--- config.mk ---
export PLATFORM = sky130hd
export DESIGN_NAME = uart_rx_sampler
export DESIGN_NICKNAME = d
export VERILOG_FILES = /design/src/rtl/uart_rx_sampler.sv
export SDC_FILE = /design/constraint.sdc
export NUM_CORES = 1
export LEC_CHECK = 0
export BUFFER_PORTS_ARGS = -buffer_cell sky130_fd_sc_hd__buf_2
export CORE_MARGIN = 2
export CORE_UTILIZATION = 55
export CTS_CLUSTER_SIZE = 12
export DETAILED_ROUTE_END_ITERATION = 7
export GPL_TIMING_DRIVEN = 0
export PLACE_DENSITY_LB_ADDON = 0.25
export SETUP_SLACK_MARGIN = 0.4
export SLEW_MARGIN = 20
export SYNTH_ARGS = -nofsm -noshare
export SYNTH_HDL_FRONTEND = slang
export SYNTH_SLANG_ARGS = --single-unit
--- constraint.sdc ---
create_clock -name clk -period 2.4 [get_ports clk]
set_clock_uncertainty 0.15 [all_clocks]
set_input_delay 0.36 -clock clk [delete_from_list [all_inputs] [get_ports clk]]
set_output_delay 0.36 -clock clk [all_outputs]
set_load 0.005 [all_outputs]
--- src/rtl/uart_rx_sampler.sv ---
// uart_rx_sampler: oversampling UART receiver with 3-sample majority or centre
// sampling, optional even/odd parity and one or two stop bits.
module uart_rx_sampler #(
    parameter int OVERSAMPLE = 16,
    parameter int DATA_BITS  = 8,
    parameter int PARITY     = 0,
    parameter int STOP_BITS  = 1,
    parameter int VOTE       = 1
) (
    input  logic                 clk,
    input  logic                 rst,
    input  logic                 baud_en,
    input  logic                 abort,
    input  logic                 rx,
    output logic [DATA_BITS-1:0] data,
    output logic                 data_valid,
    output logic                 parity_err,
    output logic                 frame_err,
    output logic                 busy,
    output logic                 first_tick,
    output logic                 center_tick
);
    localparam int PW = $clog2(OVERSAMPLE);
    localparam int BW = $clog2(DATA_BITS);
    localparam int C  = OVERSAMPLE / 2;
    localparam logic [PW-1:0] P_LAST = PW'(OVERSAMPLE - 1);
    localparam logic [PW-1:0] P_A    = PW'(C - 1);
    localparam logic [PW-1:0] P_B    = PW'(C);
    localparam logic [PW-1:0] P_DEC  = PW'(VOTE != 0 ? C + 1 : C);
    localparam logic [PW-1:0] P_ONE  = PW'(1);
    localparam logic [BW-1:0] B_LAST = BW'(DATA_BITS - 1);
    localparam logic [BW-1:0] B_ONE  = BW'(1);
    localparam logic          S_LAST = 1'(STOP_BITS - 1);

    typedef enum logic [2:0] {S_IDLE, S_START, S_DATA, S_PARITY, S_STOP} state_t;

    state_t                 state, state_n;
    logic                   rx_m, rx_s;
    logic [PW-1:0]          phase;
    logic [BW-1:0]          bit_cnt;
    logic [DATA_BITS-1:0]   shreg;
    logic                   stop_idx, stop_bad, par_bit, s_a, s_b;
    logic                   tick, wrap, decide, bit_val, last_stop, perr;

    assign tick        = baud_en && !abort;
    assign wrap        = phase == P_LAST;
    assign decide      = phase == P_DEC;
    assign bit_val     = VOTE != 0 ? (s_a & s_b) | (s_a & rx_s) | (s_b & rx_s) : rx_s;
    assign last_stop   = stop_idx == S_LAST;
    assign perr        = (PARITY != 0) && ((^shreg ^ par_bit) != (PARITY == 2));
    assign busy        = state != S_IDLE;
    // Combinational so the final stop bit's centre pulse still falls inside busy.
    assign center_tick = busy && tick && decide;

    always_ff @(posedge clk or posedge rst) begin
        if (rst) begin
            rx_m <= 1'b1;
            rx_s <= 1'b1;
        end else begin
            rx_m <= rx;
            rx_s <= rx_m;
        end
    end

    always_comb begin
        state_n = state;
        if (abort)
            state_n = S_IDLE;
        else if (baud_en)
            case (state)
                S_IDLE:   if (!rx_s) state_n = S_START;
                S_START:  state_n = (decide && bit_val) ? S_IDLE : wrap ? S_DATA : S_START;
                S_DATA:   if (wrap && bit_cnt == B_LAST) state_n = PARITY != 0 ? S_PARITY : S_STOP;
                S_PARITY: if (wrap) state_n = S_STOP;
                S_STOP:   if (decide && last_stop) state_n = S_IDLE;
                default:  state_n = S_IDLE;
            endcase
    end

    always_ff @(posedge clk or posedge rst) begin
        if (rst) begin
            state       <= S_IDLE;
            phase       <= '0;
            bit_cnt     <= '0;
            shreg       <= '0;
            stop_idx    <= 1'b0;
            stop_bad    <= 1'b0;
            par_bit     <= 1'b0;
            s_a         <= 1'b1;
            s_b         <= 1'b1;
            data        <= '0;
            data_valid  <= 1'b0;
            parity_err  <= 1'b0;
            frame_err   <= 1'b0;
            first_tick  <= 1'b0;
        end else begin
            state      <= state_n;
            data_valid <= 1'b0;
            first_tick <= 1'b0;
            // The start-detect tick in IDLE is phase 0 of the start bit.
            if (abort || baud_en)
                phase <= (state_n == S_IDLE) ? '0 : (state == S_IDLE || !wrap) ? phase + P_ONE : '0;
            if (tick) begin
                first_tick <= (state == S_IDLE) ? !rx_s : phase == '0;
                if (phase == P_A) s_a <= rx_s;
                if (phase == P_B) s_b <= rx_s;
                if (state == S_IDLE) begin
                    bit_cnt  <= '0;
                    stop_idx <= 1'b0;
                    stop_bad <= 1'b0;
                end
                if (state == S_DATA && decide) shreg <= {bit_val, shreg[DATA_BITS-1:1]};
                if (state == S_DATA && wrap) bit_cnt <= bit_cnt + B_ONE;
                if (state == S_PARITY && decide) par_bit <= bit_val;
                if (state == S_STOP && wrap) stop_idx <= 1'b1;
                if (state == S_STOP && decide) begin
                    if (last_stop) begin
                        data       <= shreg;
                        parity_err <= perr;
                        frame_err  <= stop_bad | !bit_val;
                        data_valid <= 1'b1;
                    end else begin
                        stop_bad <= !bit_val;
                    end
                end
            end
        end
    end
endmodule

==> results_dict.tcl, run 1 <==
set metrics [dict create \
    clkSinkCount 35 \
    dr.first_iter.drc_count 48 \
    postRouteAntennaNets 0 \
    grt_pass1_vias 1239 \
    hpwl_mm 2.211 \
    p_per_area_nw_per_um2 510.8 \
    port_buffers 17 \
    crit_path_start_kind "register" \
    setup_ws_ps 269.7 \
    grt_util_all_layers_pct 22.43 \
    synth_edf_count 0 \
    syn-cell-area_um2 1700 \
    first_pass_iters 4 \
    yosys-top-cells-area "dfrtp_1 (46%), mux2_1 (11%), dfstp_2 (6.2%)" \
    fill_cells 191 \
    fin_crit_ps 2130 \
    hold_violations 0 \
    io_pins 19 \
    drv_slew 0 \
    crit_required_ps 2510 \
    path_cells "ha_2, ha_4, nor2_2, o32a_1, nor2_2, a2111oi_4, o21ai_1, a21o_1" \
    hold_path.startpoint "abort" \
    fin_total_pwr_mw 1.156 \
    start_util_pct 56.63 \
    synth_seq_cells 35 \
    synth_ff_type "dfrtp_1" \
    rr_worst_depth 8 \
    path_common_cell "nor2_2" \
    cts_tree "done" \
    seq_area_um2 883.3 \
    finalInstanceArea_um2 2262 \
    worst_pin_slew_ps 705.8 \
    cp_num_buf_inv 0 \
    wire_per_inst_um 17.41 \
    cts_max_path_buffers 2 \
    via_per_inst 5.964 \
    cts_inserted_buffers 5 \
    slowest_stage "dfrtp_1" \
    arrival_ps 2240 \
    fin_nets 199 \
    path_clk_slew_ps 110 \
    die-area_um2 3552 \
    critical_path_class "reg2reg" \
    outcome "finished clean" \
    placed_area_um2 1827 \
    min_to "state[1]" \
    rsz0062_at_grt "true" \
    syn_inst 146 \
    slowest_delay_ps 410 \
    rows 20 \
    cellLeakagePower_nw 1.103 \
    yosys.cell_types.count 47 \
    grt_overflow 0 \
    postSynthAreaPerCell_um2 11.65 \
    finalSetupViolations 0 \
    post-synth-top-area-cell "dfrtp_1" \
    crit_path_end_kind "register" \
    multi_input_area_um2 919.6 \
    setup_tns_ps 0 \
    place_ws_ps 110.4 \
    ys_seq_area_share_pct 51.80 \
    synth_common_cells "dfrtp_1 (31), mux2_1 (16), nand2_1 (9)" \
    slew_headroom_pct 52.88 \
    h-tree-depth 2 \
    vias 1330 \
    peakVddDrop_mv 0.4413 \
    fmax_mhz 469.4 \
    syn2layout_area_growth_pct 33.04 \
    antenna_cells 0 \
    place_congestion 0.8350 \
    fp.dieW_um 59.60 \
    min_path_cells 2 \
    coreArea_um2 3003 \
    synth_nets 156 \
    cap_violations 0 \
    grt_pass1_wl_mm 5.727 \
    synth_most_common_cell "dfrtp_1" \
    clock_latency_ps 360 \
    synth_top_cell_area_share_pct 45.62 \
    r2r_end "phase[2]" \
    die_y_um 59.60 \
    cp_max_fo 4 \
    synthArstFlopShare_pct 100.0 \
    cts_root_buf "clkbuf_4" \
    antenna_found_initial 0 \
    drcViolationCount 0 \
    hold_path.class "in2reg" \
    rrSetupSlack_ps 270 \
    critPathTopFamily "compound AO/OA/AOI/OAI gates" \
    drive_above_1_share_pct 47.89 \
    yosys_warnings 0 \
    fin_crit_sh_pct 88.76 \
    routed_wl_mm 3.882 \
    grt_max_degree 36 \
    worstReg2RegStart "bit_cnt[1]" \
]
## area by class of cell
class	instances	area share [%]
Sequential cell	35	39.05
Buffer	8	2.876
Multi-Input combinational cell	95	40.65
Tap cell	33	1.825
Inverter	8	1.327
Timing Repair Buffer	36	10.51
Clock buffer	5	1.659
Clock inverter	3	2.102
## logic make-up (layout without fill, tap and decap cells)
family,after synthesis,after routing,share of synthesized area [%]
buffers and inverters,16,60,4.194
AND/OR/NAND/NOR,43,43,15.01
other,1,1,0.2205
XOR/XNOR,1,1,0.5152
flip-flops,35,35,51.80
AO/OA/AOI/OAI,26,26,12.07
multiplexers,18,18,11.92
adder cells (fa/ha/maj),6,6,4.268
## cell usage in the layout (no fill, tap or decap), types with 2 or more instances in the layout
| cell type | instances |
|---|---|
| dfrtp_1 | 29 |
| buf_2 | 19 |
| buf_4 | 16 |
| mux2_4 | 8 |
| nand2_1 | 8 |
| mux2_1 | 8 |
| clkbuf_4 | 6 |
| inv_1 | 6 |
| buf_6 | 5 |
| o21ai_1 | 5 |
| nand3_1 | 4 |
| nor2_1 | 4 |
| dfstp_2 | 4 |
| a21o_1 | 3 |
| ha_4 | 3 |
| nand2b_1 | 2 |
| or3_4 | 2 |
| nor3_4 | 2 |
| a31oi_4 | 2 |
| o21ai_0 | 2 |
| nor3_1 | 2 |
| nor2_2 | 2 |
| o22ai_1 | 2 |
| inv_2 | 2 |
| a21oi_1 | 2 |
| mux2_2 | 2 |
| o31ai_1 | 2 |
| dlygate4sd3_1 | 2 |
| dfrtp_2 | 2 |
## through the flow
| stage | hold slack (ps) | utilization, % | std cells |
|---|---|---|---|
| after global routing | 103.8 | 75.33 | 223 |
| after global placement | 195.8 | 60.83 | 196 |
| after detailed placement | 200.1 | 60.83 | 196 |
| final | 124.5 | 75.33 | 223 |
| after floorplan | 195.2 | - | 146 |
| after CTS | 89.95 | 71.13 | 214 |
## worst max-delay path by stage
stage,start,to,depth (start not counted)
floorplan,phase[0],phase[2],7
detailed placement,phase[0],phase[2],7
global route,bit_cnt[1],phase[2],8
finish,bit_cnt[1],phase[2],8
global placement,phase[0],phase[2],7
CTS,state[1],phase[2],6
## report_power, final
group | total, mW | switching (mW) | internal, mW
logic | 0.101 | 0.0565 | 0.0447
clock network | 0.449 | 0.225 | 0.224
registers | 0.606 | 0.00788 | 0.598
total | 1.16 | 0.289 | 0.867
## per-layer routing
layer | track usage (%) | part of all wire (%)
met3 | 6.332 | 3.8
met4 | 9.206 | 1.9
met2 | 37.99 | 52
met1 | 26.74 | 42
met5 | 0 | 0
## timing repair
| action | CTS | global route |
|---|---|---|
| cloned | 0 | 2 |
| setup buffers | 8 | 7 |
| pin swaps | 6 | 9 |
| hold buffers | 2 | 0 |
| endpoints found under the setup margin | 22 | 21 |
| endpoints found under the hold margin | 32 | 0 |
| gates resized for setup | 32 | 19 |
## state kept, by name (all words and copies together), names as in the netlist, 3 cells and up
signal	flops
bit_cnt	3
data	8
phase	4
shreg	8
state	3
No activity file was read; power rests on OpenSTA's default activity.
==> run 2, diff against run 1 <==
--- a/config.mk
+++ b/config.mk
@@ -6,8 +6,10 @@
 export NUM_CORES = 1
 export LEC_CHECK = 0
 export BUFFER_PORTS_ARGS = -buffer_cell sky130_fd_sc_hd__buf_2
+export CELL_PAD_IN_SITES_DETAIL_PLACEMENT = 1
+export CELL_PAD_IN_SITES_GLOBAL_PLACEMENT = 1
 export CORE_MARGIN = 2
-export CORE_UTILIZATION = 55
+export CORE_UTILIZATION = 46
 export CTS_CLUSTER_SIZE = 12
 export DETAILED_ROUTE_END_ITERATION = 7
 export GPL_TIMING_DRIVEN = 0
==> run 2 against run 1 <==
Cell count up 2.7%; combinational power down 6%; largest cell class unchanged; clock power down 6.5%; register-to-register slack worse by 20 ps; first-iteration DRC count up 10%; clock-buffer cell count up 2; sequential power about the same.
==> results_dict.tcl, run 2 (synthesis results as in run 1) <==
set metrics [dict create \
    layout_common_cells "dfrtp_1 (28), buf_2 (19), mux2_4 (10), buf_4 (10), nand2_1 (8)" \
    finalSetupViolations 0 \
    cts_tree "done" \
    rr_worst_depth 7 \
    clkSinkCount 35 \
    grt_pass1_vias 1334 \
    cellLeakagePower_nw 1.059 \
    coreArea_um2 3606 \
    fp.dieW_um 64.80 \
    antenna_cells 0 \
    seq_area_um2 884.6 \
    endpoint "phase[2]" \
    crit_path_start_kind "register" \
    cts_inserted_buffers 5 \
    outcome "finished clean" \
    syn2layout_area_growth_pct 29.80 \
    crit_path_end_kind "register" \
    antenna_found_initial 0 \
    critical_path_class "reg2reg" \
    reg_top3 "data: 8 flops, shreg: 8 flops, phase: 4 flops" \
    clock_latency_ps 290 \
    drcViolationCount 0 \
    cts_root_buf "clkbuf_8" \
    crit_start "state[1]" \
    setup_tns_ps 0 \
    place_congestion 0.8051 \
    fin_crit_sh_pct 89.53 \
    vias 1261 \
    peakVddDrop_mv 0.3601 \
    holdWs_ps 19.34 \
    cp_max_fo 4 \
    arrival_ps 2230 \
    rows 22 \
    start_util_pct 47.15 \
    crit_required_ps 2480 \
    die_y_um 64.80 \
    hpwl_mm 2.563 \
    fmax_mhz 465.4 \
    grt_pass1_wl_mm 6.617 \
    port_buffers 17 \
    fin_crit_ps 2149 \
    path_clk_slew_ps 70 \
    first_pass_iters 6 \
    hold_violations 0 \
    drive_above_1_share_pct 48.62 \
    dr.first_iter.drc_count 53 \
    fin_nets 190 \
    drv_slew 0 \
    rsz0062_at_grt "true" \
    routed_wl_mm 4.359 \
    grt_overflow 0 \
    grt_util_all_layers_pct 21.40 \
    cap_violations 0 \
    worstReg2RegStart "state[1]" \
    worst_pin_slew_ps 726.5 \
    slew_headroom_pct 51.50 \
    r2r_end "phase[2]" \
    io_pins 19 \
    wire_per_inst_um 19.03 \
    postRouteAntennaNets 0 \
    layout_commonest_cell "dfrtp_1" \
    hold_path.class "in2reg" \
    cts_max_path_buffers 2 \
    fill_cells 389 \
    grt_max_degree 36 \
    multi_input_area_um2 920.9 \
    h-tree-depth 2 \
    p_per_area_nw_per_um2 507.6 \
    postCtsHoldBufs 0 \
    rrSetupSlack_ps 250 \
    via_per_inst 5.507 \
    die-area_um2 4199 \
]
-- run 2: cell types whose count changed in the layout (fill, tap and decap cells not counted), moves of 2 or more --
cell,before,now
clkbuf_1,1,3
clkbuf_4,6,1
ha_1,1,3
mux2_4,8,10
dlygate4sd3_1,2,0
clkbuf_8,0,5
mux2_1,8,6
buf_6,5,3
buf_4,16,10
-- run 2: where the power goes --
part / switching, mW / total [mW] / internal, mW
clock: 0.217 / 0.420 / 0.204
combinational: 0.0579 / 0.0951 / 0.0373
sequential: 0.00690 / 0.605 / 0.598
total: 0.281 / 1.12 / 0.839
-- run 2: area by class of cell --
| type | instances | share of cell area (%) |
|---|---|---|
| multi-input combinational | 95 | 41.72 |
| sequential | 35 | 40.08 |
| timing repair buffer | 27 | 7.426 |
| clock buffer | 7 | 3.458 |
| buffer | 8 | 3.005 |
| tap | 48 | 2.721 |
| inverter | 8 | 1.361 |
| clock inverter | 1 | 0.2268 |
-- run 2: worst min path at each step --
stage / start / endpoint / slack (ps) / cells past startpoint
finish: rx / rx_m / 20 / 1
global route: rx / rx_m / 20 / 1
CTS: rx / rx_m / 10 / 1
detailed placement: rx_m / rx_s / 200 / 0
global placement: rx_m / rx_s / 200 / 0
floorplan: rx_m / rx_s / 200 / 0
-- run 2: layer usage --
layer  GRT usage [%]  vias up  routed length (µm)
met4           7.447        0                  51
met3           5.729        6                 106
met2           39.05       15                2482
met5               0        -                   0
met1           23.80      651                1718
li1                -      589                   -
-- run 2: stage by stage --
step           setup slack, ps  cell area [µm²]  instances  power (mW)  utilization (%)
2_1_floorplan            407.2             1700        146      0.6620                -
3_3_place_gp             176.4             1846        211      0.6814            51.18
3_5_place_dp             95.01             1846        211      0.6858            51.18
4_1_cts                  254.4             2073        225       1.111            57.49
5_1_grt                  157.4             2207        229       1.153            61.21
6_report                 251.3             2207        229       1.120            61.21
-- run 2: worst max-delay path: stages, from the launching register on --
cell and delay [ps]:
dfrtp_2 420, or3b_4 410, or3_4 360, a31oi_4 180, a2111oi_4 70, buf_4 180, nor4b_2 210, a21o_1 110
-- run 2: repair_timing --
action	CTS	global route
setup buffers	6	3
endpoints found under the setup margin	23	22
pin swaps	7	4
cloned	0	1
resized for setup	27	26
==> run 3, diff against run 2 <==
--- a/config.mk
+++ b/config.mk
@@ -9,7 +9,8 @@
 export CELL_PAD_IN_SITES_DETAIL_PLACEMENT = 1
 export CELL_PAD_IN_SITES_GLOBAL_PLACEMENT = 1
 export CORE_MARGIN = 2
-export CORE_UTILIZATION = 46
+export CORE_UTILIZATION = 48
+export CTS_BUF_LIST = sky130_fd_sc_hd__clkbuf_2 sky130_fd_sc_hd__clkbuf_4 sky130_fd_sc_hd__clkbuf_8
 export CTS_CLUSTER_SIZE = 12
 export DETAILED_ROUTE_END_ITERATION = 7
 export GPL_TIMING_DRIVEN = 0
==> run 3 against run 2 <==
Hold slack gained 110 ps; sequential share of layout area shrank 2.6 points; power shrank 1.8%; wire length grew 29%; clock power shrank 10%; die area shrank 3.9%.
==> results_dict.tcl, run 3 (synthesis results as in run 1) <==
set metrics [dict create \
    postRouteAntennaNets 0 \
    rows 21 \
    rsz0062_at_grt "true" \
    layout_common_cells "dfrtp_1 (29), buf_4 (25), buf_2 (18), mux2_4 (15), nand2_1 (8)" \
    grt_pass1_vias 1423 \
    finalInstanceArea_um2 2360 \
    fin_nets 205 \
    antenna_cells 0 \
    grt_overflow 0 \
    antenna_found_initial 0 \
    crit_path_end_kind "register" \
    routed_wl_mm 5.603 \
    dr.first_iter.drc_count 109 \
    io_pins 19 \
    worst_pin_slew_ps 716.3 \
    cellLeakagePower_nw 1.120 \
    hpwl_mm 2.697 \
    crit_required_ps 2550 \
    vias 1418 \
    p_per_area_nw_per_um2 466.2 \
    drv_slew 0 \
    h-tree-depth 2 \
    drive_above_1_share_pct 55.10 \
    setup_tns_ps 0 \
    critical_path_class "reg2reg" \
    path_clk_slew_ps 120 \
    port_buffers 17 \
    holdWs_ps 129.7 \
    cp_max_fo 7 \
    grt_pass1_wl_mm 7.182 \
    drcViolationCount 0 \
    outcome "finished clean" \
    coreArea_um2 3363 \
    wire_per_inst_um 23.15 \
    fp.dieW_um 63.52 \
    grt_max_degree 36 \
    fin_crit_sh_pct 93.80 \
    peakVddDrop_mv 0.3303 \
    first_pass_iters 4 \
    rr_worst_depth 9 \
    start_util_pct 50.56 \
    die-area_um2 4035 \
    cts_max_path_buffers 2 \
    grt_util_all_layers_pct 24.26 \
    min_path_cells 2 \
    clkSinkCount 35 \
    crit_path_start_kind "register" \
    syn2layout_area_growth_pct 38.78 \
    die_y_um 63.52 \
    post-route-util_pct 70.16 \
    hold_violations 0 \
    arrival_ps 2400 \
    finalSetupViolations 0 \
    fill_cells 357 \
    cts_root_buf "clkbuf_4" \
    reg_top3 "data: 8 flops, shreg: 8 flops, phase: 4 flops" \
    clock_latency_ps 360 \
    cap_violations 0 \
    placed_area_um2 1843 \
    hold_path.class "in2reg" \
    place_congestion 0.8087 \
    fin_crit_ps 2251 \
    cts_tree "done" \
    layout_commonest_cell "dfrtp_1" \
    via_per_inst 5.860 \
    slew_headroom_pct 52.18 \
    cts_inserted_buffers 5 \
    fmax_mhz 444.2 \
]
## run 3: cell count changes in the layout (fill, tap and decap cells not counted), sizes merged
cell         change
buf             +14
clkinvlp         +1
clkbuf           -2
dlygate4sd3      +2
## run 3: through the flow
step	worst slack (ps)	cells	power [mW]
6_report	148.8	242	1.100
5_1_grt	60.30	242	1.135
4_1_cts	242.3	227	1.060
3_5_place_dp	83.87	209	0.6874
3_3_place_gp	181.0	209	0.6818
2_1_floorplan	407.2	146	0.6620
## run 3: report_power, final
group          switching (mW)  internal, mW
sequential            0.00833         0.598
combinational          0.0696        0.0473
clock                   0.233         0.144
## run 3: per-layer routing
metal  global-route usage, %  vias to the layer above  share of wire (%)
met5                       0                        -                  0
met4                   15.49                        0                3.7
met3                   7.679                       22                4.2
met2                   39.47                       48                 51
met1                   27.43                      729                 41
li1                        -                      619                  -
## run 3: final timing paths
| kind | from | endpoint | slack (ps) |
|---|---|---|---|
| max reg2reg | phase[1] | phase[2] | 150 |
| min in group asynchronous | rst | shreg[7] | 500 |
| min reg2reg | rx_m | rx_s | 230 |
| max | phase[1] | phase[2] | 150 |
| min | abort | state[1] | 130 |
| max in group asynchronous | rst | phase[0] | 1090 |
## run 3: repair_timing
action	in CTS	in global routing
hold buffers	2	0
endpoints found under the setup margin	27	21
setup buffers	8	14
hold endpoints to repair	32	0
gates resized for setup	25	37
pin swaps	6	9
cloned	0	1
## run 3: layout make-up
| class | count | area (µm²) | area share, % |
|---|---|---|---|
| Multi-Input combinational cell | 95 | 970.9 | 41.15 |
| Sequential cell | 35 | 883.3 | 37.43 |
| Timing Repair Buffer | 42 | 285.3 | 12.09 |
| Buffer | 8 | 65.06 | 2.757 |
| Tap cell | 46 | 57.56 | 2.439 |
| Clock buffer | 6 | 51.30 | 2.174 |
| Inverter | 8 | 30.03 | 1.273 |
| Clock inverter | 2 | 16.27 | 0.6893 |
## run 3: worst max-delay path: stages (launching register included)
cell and delay, ps:
dfrtp_1 420, buf_4 160, ha_4 160, nand3_4 140, or3_4 390, a31oi_4 190
a2111oi_4 70, buf_4 190, nor4b_4 200, a21o_1 110
